==> config.mk <==
export PLATFORM = sky130hd
export DESIGN_NAME = prf_alloc_ctrl
export DESIGN_NICKNAME = d
export VERILOG_FILES = /design/src/rtl/prf_alloc_ctrl.sv
export SDC_FILE = /design/constraint.sdc
export NUM_CORES = 1
export LEC_CHECK = 0
export CAP_MARGIN = 20
export CORE_MARGIN = 2
export CORE_UTILIZATION = 52
export CTS_BUF_LIST = sky130_fd_sc_hd__clkbuf_8 sky130_fd_sc_hd__clkbuf_16
export DETAILED_ROUTE_END_ITERATION = 10
export GPL_TIMING_DRIVEN = 1
export PLACE_DENSITY_LB_ADDON = 0.1
export SYNTH_ARGS = -nofsm -noshare
export SYNTH_HDL_FRONTEND = slang
export SYNTH_SLANG_ARGS = --single-unit
==> constraint.sdc <==
create_clock -name clk -period 4.3 [get_ports clk]
set_input_delay 0.43 -clock clk [delete_from_list [all_inputs] [get_ports clk]]
set_output_delay 0.43 -clock clk [all_outputs]
set_load 0.005 [all_outputs]
==> src/rtl/prf_alloc_ctrl.sv <==
// prf_alloc_ctrl: sequencing controller for the physical-register free list.
// Owns the head / tail / architectural-head pointers and the free count of an
// external FL_DEPTH-entry circular free-list RAM. After reset it fills the
// RAM with pregs ARCHREG..PHYREG-1. It then grants rename allocations on an
// all-or-nothing basis and compacts commit-time frees into RAM writes. On a
// flush it restores the speculative head from the architectural head.
//
// Ports:
//   clk, rst            clock, asynchronous active-low reset
//   rename_req          per-slot allocation request
//   alloc_grant         every requested slot granted this cycle
//   stall_o             rename must hold
//   fl_raddr            RAM read index per rename slot (combinational from head)
//   commit_free_valid   per commit slot: an old preg is released
//   commit_free_preg    preg released by each commit slot
//   commit_alloc        per commit slot: the instruction had allocated a preg
//   fl_we/waddr/wdata   RAM write ports (compacted frees, or init fill)
//   flush_i             pipeline flush
//   free_count_o        current free count
//   ready_o             initialisation complete
//   overflow_err_o      sticky free-overflow error
module prf_alloc_ctrl #(
  parameter  int PHYREG       = 64,
  parameter  int ARCHREG      = 32,
  parameter  int RENAME_WIDTH = 2,
  parameter  int COMMIT_WIDTH = 2,
  localparam int PREG_W       = $clog2(PHYREG),
  localparam int FL_DEPTH     = PHYREG - ARCHREG,
  localparam int PTR_W        = $clog2(FL_DEPTH),
  localparam int CNT_W        = $clog2(FL_DEPTH + 1)
) (
  input  logic                                     clk,
  input  logic                                     rst,
  input  logic [RENAME_WIDTH-1:0]                  rename_req,
  output logic                                     alloc_grant,
  output logic                                     stall_o,
  output logic [RENAME_WIDTH-1:0][PTR_W-1:0]       fl_raddr,
  input  logic [COMMIT_WIDTH-1:0]                  commit_free_valid,
  input  logic [COMMIT_WIDTH-1:0][PREG_W-1:0]      commit_free_preg,
  input  logic [COMMIT_WIDTH-1:0]                  commit_alloc,
  output logic [COMMIT_WIDTH-1:0]                  fl_we,
  output logic [COMMIT_WIDTH-1:0][PTR_W-1:0]       fl_waddr,
  output logic [COMMIT_WIDTH-1:0][PREG_W-1:0]      fl_wdata,
  input  logic                                     flush_i,
  output logic [CNT_W-1:0]                         free_count_o,
  output logic                                     ready_o,
  output logic                                     overflow_err_o
);

  typedef enum logic [1:0] {S_INIT, S_RUN, S_RECOVER} state_t;

  state_t            state, state_next;
  // Pointers carry one extra wrap bit so tail - head distinguishes full from empty.
  logic [PTR_W:0]    head, tail, arch_head;
  logic [PTR_W:0]    head_next, tail_next, arch_next, rec_diff;
  logic [PTR_W-1:0]  init_idx;
  logic [CNT_W-1:0]  count, count_next;
  logic [CNT_W:0]    run_sum;
  logic [CNT_W-1:0]  n_req, n_free, n_ca;
  logic              grant, ovf, ovf_set;

  // Read indices, compacted write ports and popcounts.
  always_comb begin
    n_req    = '0;
    n_free   = '0;
    n_ca     = '0;
    fl_raddr = '0;
    fl_we    = '0;
    fl_waddr = '0;
    fl_wdata = '0;
    for (int unsigned k = 0; k < RENAME_WIDTH; k++) begin
      if (state != S_INIT)
        fl_raddr[k] = head[PTR_W-1:0] + n_req[PTR_W-1:0];
      n_req = n_req + CNT_W'(rename_req[k]);
    end
    if (state == S_INIT) begin
      // Gated by rst so the write port stays quiet while reset is held.
      if (rst) begin
        fl_we[0]    = 1'b1;
        fl_waddr[0] = init_idx;
        fl_wdata[0] = PREG_W'(ARCHREG) + PREG_W'(init_idx);
      end
    end else begin
      // j-th valid commit slot lands on write port n_free (slot-order compaction).
      for (int unsigned j = 0; j < COMMIT_WIDTH; j++) begin
        if (commit_free_valid[j]) begin
          for (int unsigned p = 0; p < COMMIT_WIDTH; p++) begin
            if (n_free == CNT_W'(p)) begin
              fl_we[p]    = 1'b1;
              fl_waddr[p] = tail[PTR_W-1:0] + n_free[PTR_W-1:0];
              fl_wdata[p] = commit_free_preg[j];
            end
          end
        end
        n_free = n_free + CNT_W'(commit_free_valid[j]);
      end
    end
    for (int unsigned j = 0; j < COMMIT_WIDTH; j++)
      n_ca = n_ca + CNT_W'(commit_alloc[j]);
  end

  // Grant decision and next pointer / count values for RUN and RECOVER.
  always_comb begin
    grant      = (state == S_RUN) && !flush_i && (n_req != '0) && (n_req <= count);
    stall_o    = (state != S_RUN) || (n_req > count);
    tail_next  = tail + (PTR_W+1)'(n_free);
    arch_next  = arch_head + (PTR_W+1)'(n_ca);
    head_next  = flush_i ? arch_next
                         : head + (grant ? (PTR_W+1)'(n_req) : '0);
    state_next = flush_i ? S_RECOVER : S_RUN;
    run_sum    = {1'b0, count} - (grant ? {1'b0, n_req} : '0) + {1'b0, n_free};
    rec_diff   = tail_next - head_next;
    ovf_set    = 1'b0;
    count_next = count;
    if (state == S_RECOVER) begin
      if (rec_diff > (PTR_W+1)'(FL_DEPTH)) begin
        ovf_set    = 1'b1;
        count_next = CNT_W'(FL_DEPTH);
      end else begin
        count_next = CNT_W'(rec_diff);
      end
    end else if (run_sum > (CNT_W+1)'(FL_DEPTH)) begin
      ovf_set    = 1'b1;
      count_next = CNT_W'(FL_DEPTH);
    end else begin
      count_next = CNT_W'(run_sum);
    end
  end

  always_ff @(posedge clk or negedge rst) begin
    if (!rst) begin
      state     <= S_INIT;
      head      <= '0;
      tail      <= '0;
      arch_head <= '0;
      count     <= '0;
      init_idx  <= '0;
      ovf       <= 1'b0;
    end else begin
      case (state)
        S_INIT: begin
          init_idx <= init_idx + 1'b1;
          if (init_idx == PTR_W'(FL_DEPTH - 1)) begin
            tail  <= (PTR_W+1)'(FL_DEPTH);
            count <= CNT_W'(FL_DEPTH);
            state <= S_RUN;
          end
        end
        default: begin
          head      <= head_next;
          tail      <= tail_next;
          arch_head <= arch_next;
          count     <= count_next;
          state     <= state_next;
          if (ovf_set) ovf <= 1'b1;
        end
      endcase
    end
  end

  assign alloc_grant    = grant;
  assign free_count_o   = count;
  assign ready_o        = (state != S_INIT);
  assign overflow_err_o = ovf;

endmodule

# Word-level counts from Yosys, hierarchy flattened
# Index checks and enable logic that the tools add are counted.
[word_totals] register_bits=32 inputBits=21 output_inout_bits=44
[classes] n_addsub=13 magnitude_cmp=4 n_eq_ne=5 muxes=38 n_bitwise=1 reduce_logical=10
[op_table] cell="$mux 6" n=13
[op_table] cell="$mux 5" n=8
[op_table] cell="$mux 2" n=7
[op_table] cell="$add 6x2->6" n=2
[op_table] cell="$mux 12" n=1
[op_table] cell="$add 5x1->5" n=2
[op_table] cell="$mux 10" n=1
[op_table] cell="$mux 1" n=8
[op_table] cell="$add 7x6->7" n=1
[op_table] cell="$gt 7x6->1 const B" n=1
[op_table] cell="$sub 6x2->7" n=1
[op_table] cell="$add 1x1->2" n=3
[op_table] cell="$add 6x5->6 const A" n=1
[op_table] cell="$add 6x6->6" n=1
[op_table] cell="$gt 2x6->1" n=1
[op_table] cell="$gt 6x6->1 const B" n=1
[op_table] cell="$le 2x6->1" n=1
[op_table] cell="$logic_not 6->1" n=1
[op_table] cell="$reduce_bool 6->1" n=1
[op_table] cell="$sub 6x6->6" n=1
[op_table] cell="$add 5x1->5 const B" n=1
[op_table] cell="$eq 5x5->1 const B" n=1
[op_table] cell="$ne 2x1->1 const B" n=2
[op_table] cell="$logic_and 1x1->1" n=3
[op_table] cell="other kinds (8)" n=8

# Logic depth before layout (Yosys ltp)
[logic_depth] ltp_word=12 mapped_depth=23 ltp_nobuf=23

# Worst setup path after synthesis
# No wires, ideal clock.
[synth_path] kind="input port to flip-flop" from="input port rename_req[0]" to="register count[1], in the netlist free_count_o[1]" setup_ns=0.073 arrival_ns=4.090 setup_slack_ns=0.137 stages=19 n_path_buf=0 cell_sequence="ha_1 ha_1 nor2b_1 o2111ai_1 nand3b_1 nor4_1 ha_1 inv_1 fa_1 xnor2_1 o21ai_0 ha_1 o21ai_0 a21oi_1 o21ai_0 nand2b_1 xnor3_1 o32ai_2 a2bb2oi_2"
[synth_between] elab_chain_len=12 word_cells_on_any_way=18
[synth_rtl] item="start: declaration" line="34" text="input logic [RENAME_WIDTH-1:0] rename_req,"
[synth_rtl] item="$add 1x1->2 (*)" line="74" text="n_req = n_req + CNT_W'(rename_req[k]);"
[synth_rtl] item="branches (longest 9 deep; another with $le 2x6->1)"
[synth_rtl] item="$mux 6 (*)" line="115" text="if (state == S_RECOVER) begin"
[synth_rtl] item="$mux 6 (*)" line="140" text="case (state)"
[synth_rtl] item="end signal: assignment" line="145" text="count <= CNT_W'(FL_DEPTH);"
[synth_rtl] item="end signal: assignment" line="153" text="count <= count_next;"
[synth_rtl] item="end: declaration" line="57" text="logic [CNT_W-1:0] count, count_next;"
# Mark *: on every way between the ends.
# A chain may end at the register's enable or synchronous reset.

# Worst setup path in the final report
[layout_path] from="register count[1], in the netlist free_count_o[1]" to="register count[3], in the netlist free_count_o[3]"
[layout_between] elab_chain_len=10 word_cells_on_any_way=15
[layout_rtl] item="$le 2x6->1" line="104" text="grant = (state == S_RUN) && !flush_i && (n_req != '0) && (n_req <= count);"
[layout_rtl] item="$logic_and 1x1->1" line="104"
[layout_rtl] item="$mux 2" line="109, 111"
[layout_rtl] item="$add 6x2->6" line="109" text=": head + (grant ? (PTR_W+1)'(n_req) : '0);"
[layout_rtl] item="$mux 6" line="108" text="head_next = flush_i ? arch_next"
[layout_rtl] item="$sub 6x6->6" line="112" text="rec_diff = tail_next - head_next;"
[layout_rtl] item="$gt 6x6->1" line="116" text="if (rec_diff > (PTR_W+1)'(FL_DEPTH)) begin"
[layout_rtl] item="$mux 6" line="116"
[layout_rtl] item="$mux 6 (*)" line="115"
[layout_rtl] item="$mux 6 (*)" line="140"
# Every way passes the cells marked *; elsewhere a longest branch is shown, timed or not.

==> out/qor.txt <==
routed via count: 2860
Gate power share: 74.6%
Mapped Area: 2940 sq um
final setup fails: 0
drt first-iter violations: 151
Die W: 79.2 um
Setup crit end kind: flip-flop
# DRC: 0
final hold violations: 0
port bufs: 64
Vias/cell: 5.47
Post-DRT Antenna Nets: 0
worst endpoint data arrival time: 4.37 ns
Post-Synth Simple-Gate Area: 22.7%
I/O pin count: 65
Routability Congestion: 0.860
Clock Latency Late Sink: 0.29 ns
synthesized area per cell: 8.36 sq um
fill cell count: 416
clk buf depth: 2
Worst Skew: 0.0154 ns
Top FF cell, synth: dfrtp_1
CTS sink cnt: 32
Peak VDD IR: 0.470 mV
Die H: 79.2 um
P_int: 0.00189 W
GRT overflow: 0
post-synthesis xor/xnor area fraction: 9.69%
Crit Path Max Fanout: 4
total track usage: 26.1%
pwr/cell area: 823 nW/um^2
Layout area overhead: 40.7%
die area: 6280 sq um
Lkg Pwr: 1.87 nW
mux cell area share after synthesis: 1.23%
async set or reset register ratio after synthesis: 100%
Final Core Density: 75.7%
CTS tree: built
synth warn: 0
Post-synth EDFFs: 0
Sw Ratio: 44.6%
max_slew headroom: 51.6%
cells after synthesis: 352
vias in the first global route: 2807
first-pass GRT wire length: 12.9 mm
Hold Crit Class: flip-flop to flip-flop
Nets: 510
setup ws final: 0.135 ns
initial antenna violation count: 0
total wire length: 8.03 mm
Antenna diodes: 0
H-tree depth: 2
Core ar.: 5470 sq um
Yosys cell types: 51
largest net degree at the start of global routing: 40
placed cell count: 508
clk slew on worst S/H paths: 0.07 ns
crit share post-route: 96.9%
WP data required: 4.50 ns
wire length per cell: 15.3 um
Place WS: -0.613 ns
Max-Cap Viols: 0
main combinational cell family by area after synthesis: simple AND/OR/NAND/NOR gates
DRT Pass-1 Iters: 4
compound-cell area share of the yosys netlist: 16.0%
final hold slack: 0.475 ns
critical path launch point type: flip-flop
row count: 27
dpl hpwl: 5.94 mm
synthesized flop and latch total: 32
status: complete, no violations
CTS buffer count: 5
share of cells above drive strength 1: 19.1%
syn nets: 411
Layout Cells excl Fill: 523
sequential share of power: 18.8%
Tmin final: 4.17 ns
Max Clk Rate: 240 MHz
clk root buf: clkbuf_8
Initial Utilization: 53.8%
WS Path Type: flip-flop to flip-flop
adder-cell area share of the yosys netlist: 17.7%
worst-margin pin slew: 0.723 ns
Clk pwr share: 6.6%
register area share after synthesis: 27.2%
Slew Limit Fails: 0
NetSw: 0.00152 W
Yosys cell counts (2+ instances only):
library cell	count	area share [%]
clkbuf_1	10	1.3
a31oi_1	2	0.42
a211oi_1	3	0.76
xor2_1	11	3.3
nand2_1	35	4.5
nor2b_1	2	0.42
dfrtp_1	32	27
a221oi_1	4	1.2
a21o_1	4	1.0
mux2_2	2	0.76
ha_1	32	14
inv_1	28	3.6
nand4_1	2	0.42
o21ai_0	18	3.1
a22oi_1	7	1.8
a21oi_1	15	2.5
nor2_1	37	4.7
fa_1	6	4.1
o31ai_1	2	0.51
o21ai_1	4	0.68
nor3_1	7	1.2
nor4_1	2	0.42
nand3_1	12	2.0
a221o_1	2	0.68
and2_1	15	3.2
buf_1	3	0.38
nand2b_1	6	1.3
xnor2_1	19	5.7
and3_1	4	0.85
nand3b_1	5	1.3
kinds of logic after synthesis:
logic type | after synthesis
adders and majority gates | 38
muxes | 3
buffers and inverters | 43
xor gates and xnor gates | 31
AOI/OAI and AO/OA | 70
DFF | 32
and+or+nand+nor | 135
power groups by stage:
| stage | Sequential (W) | Clock, W | Combinational [W] |
|---|---|---|---|
| final | 0.000639 | 0.000225 | 0.00254 |
| after global routing | 0.000663 | 0.000241 | 0.00279 |
| after CTS | 0.000632 | 0.000226 | 0.00242 |
| after detailed placement | 0.000634 | 0 | 0.00230 |
| after global placement | 0.000630 | 0 | 0.00226 |
| after floorplan | 0.000545 | 0 | 0.00137 |
sequential cells by signal, indices dropped and copies added (netlist names):
name            cells
head                6
init_idx            5
arch_head           6
free_count_o        6
overflow_err_o      1
state               2
tail                6
routing by layer:
| layer | part of all wire (%) | GRT usage (%) | vias to the layer above |
|---|---|---|---|
| met2 | 49 | 44.4 | 75 |
| li1 | - | - | 1413 |
| met3 | 5.3 | 6.36 | 13 |
| met1 | 44 | 32.9 | 1359 |
| met5 | 0 | 0 | - |
| met4 | 1.5 | 7.59 | 0 |
final timing paths:
path,from,cells after the start,to,slack [ns]
worst max register to register,free_count_o[1],21,free_count_o[3],0.13
worst min-delay path,overflow_err_o,1,overflow_err_o,0.47
min in group asynchronous,rst,1,tail[1],0.55
worst max-delay path,free_count_o[1],21,free_count_o[3],0.13
max in group asynchronous,rst,2,free_count_o[4],2.98
worst min register to register,overflow_err_o,1,overflow_err_o,0.47
stage by stage:
step                setup TNS, ns  instance area (sq um)  power, W
finish                          0                   4140   0.00341
global route               -0.332                   4140   0.00369
CTS                             0                   4040   0.00328
detailed placement          -4.06                   3880   0.00294
global placement            -2.85                   3880   0.00289
floorplan                       0                   2940   0.00192
area by class of cell:
class / count / area [sq um] / share of cell area (%)
multi-input cells: 277 / 2110 / 50.9
inverters: 29 / 109 / 2.63
well taps: 72 / 90.1 / 2.17
flip-flops and latches: 32 / 801 / 19.3
clock buffers: 5 / 68.8 / 1.66
clock inverters: 2 / 12.5 / 0.302
repair buffers: 106 / 953 / 23.0
cells in the final DEF, fill, tap and decap left out, drive strengths merged, types with 19 or more instances in the layout:
cell type / instances
ha: 32
inv: 29
nand2: 35
buf: 42
xnor2: 19
o21ai: 22
dfrtp: 32
clkdlybuf4s50: 62
nor2: 37
what timing repair did:
| action | 4_1_cts | 5_1_grt |
|---|---|---|
| hold buffers | 0 | 0 |
| gates resized for setup | 24 | 19 |
| buffers inserted | 3 | 5 |
| pin swaps | 13 | 11 |
| endpoints found under the setup margin | 7 | 7 |
worst max-delay path, cell delays in order, from the launching register on:
cell       delay [ns]
dfrtp_1          0.43
inv_2            0.11
ha_4             0.21
nor2b_1          0.12
o2111ai_1        0.20
nand3b_1         0.17
buf_6            0.17
nor3_4           0.18
nand2_1          0.11
buf_4            0.15
fa_2             0.52
nor2_1           0.04
a21oi_1          0.15
buf_4            0.15
ha_1             0.23
nand2b_1         0.12
a21oi_2          0.08
o21ai_1          0.13
nand2b_1         0.08
xnor3_2          0.27
or2_4            0.27
o21ai_1          0.15
(Power assumes the default switching activity.)
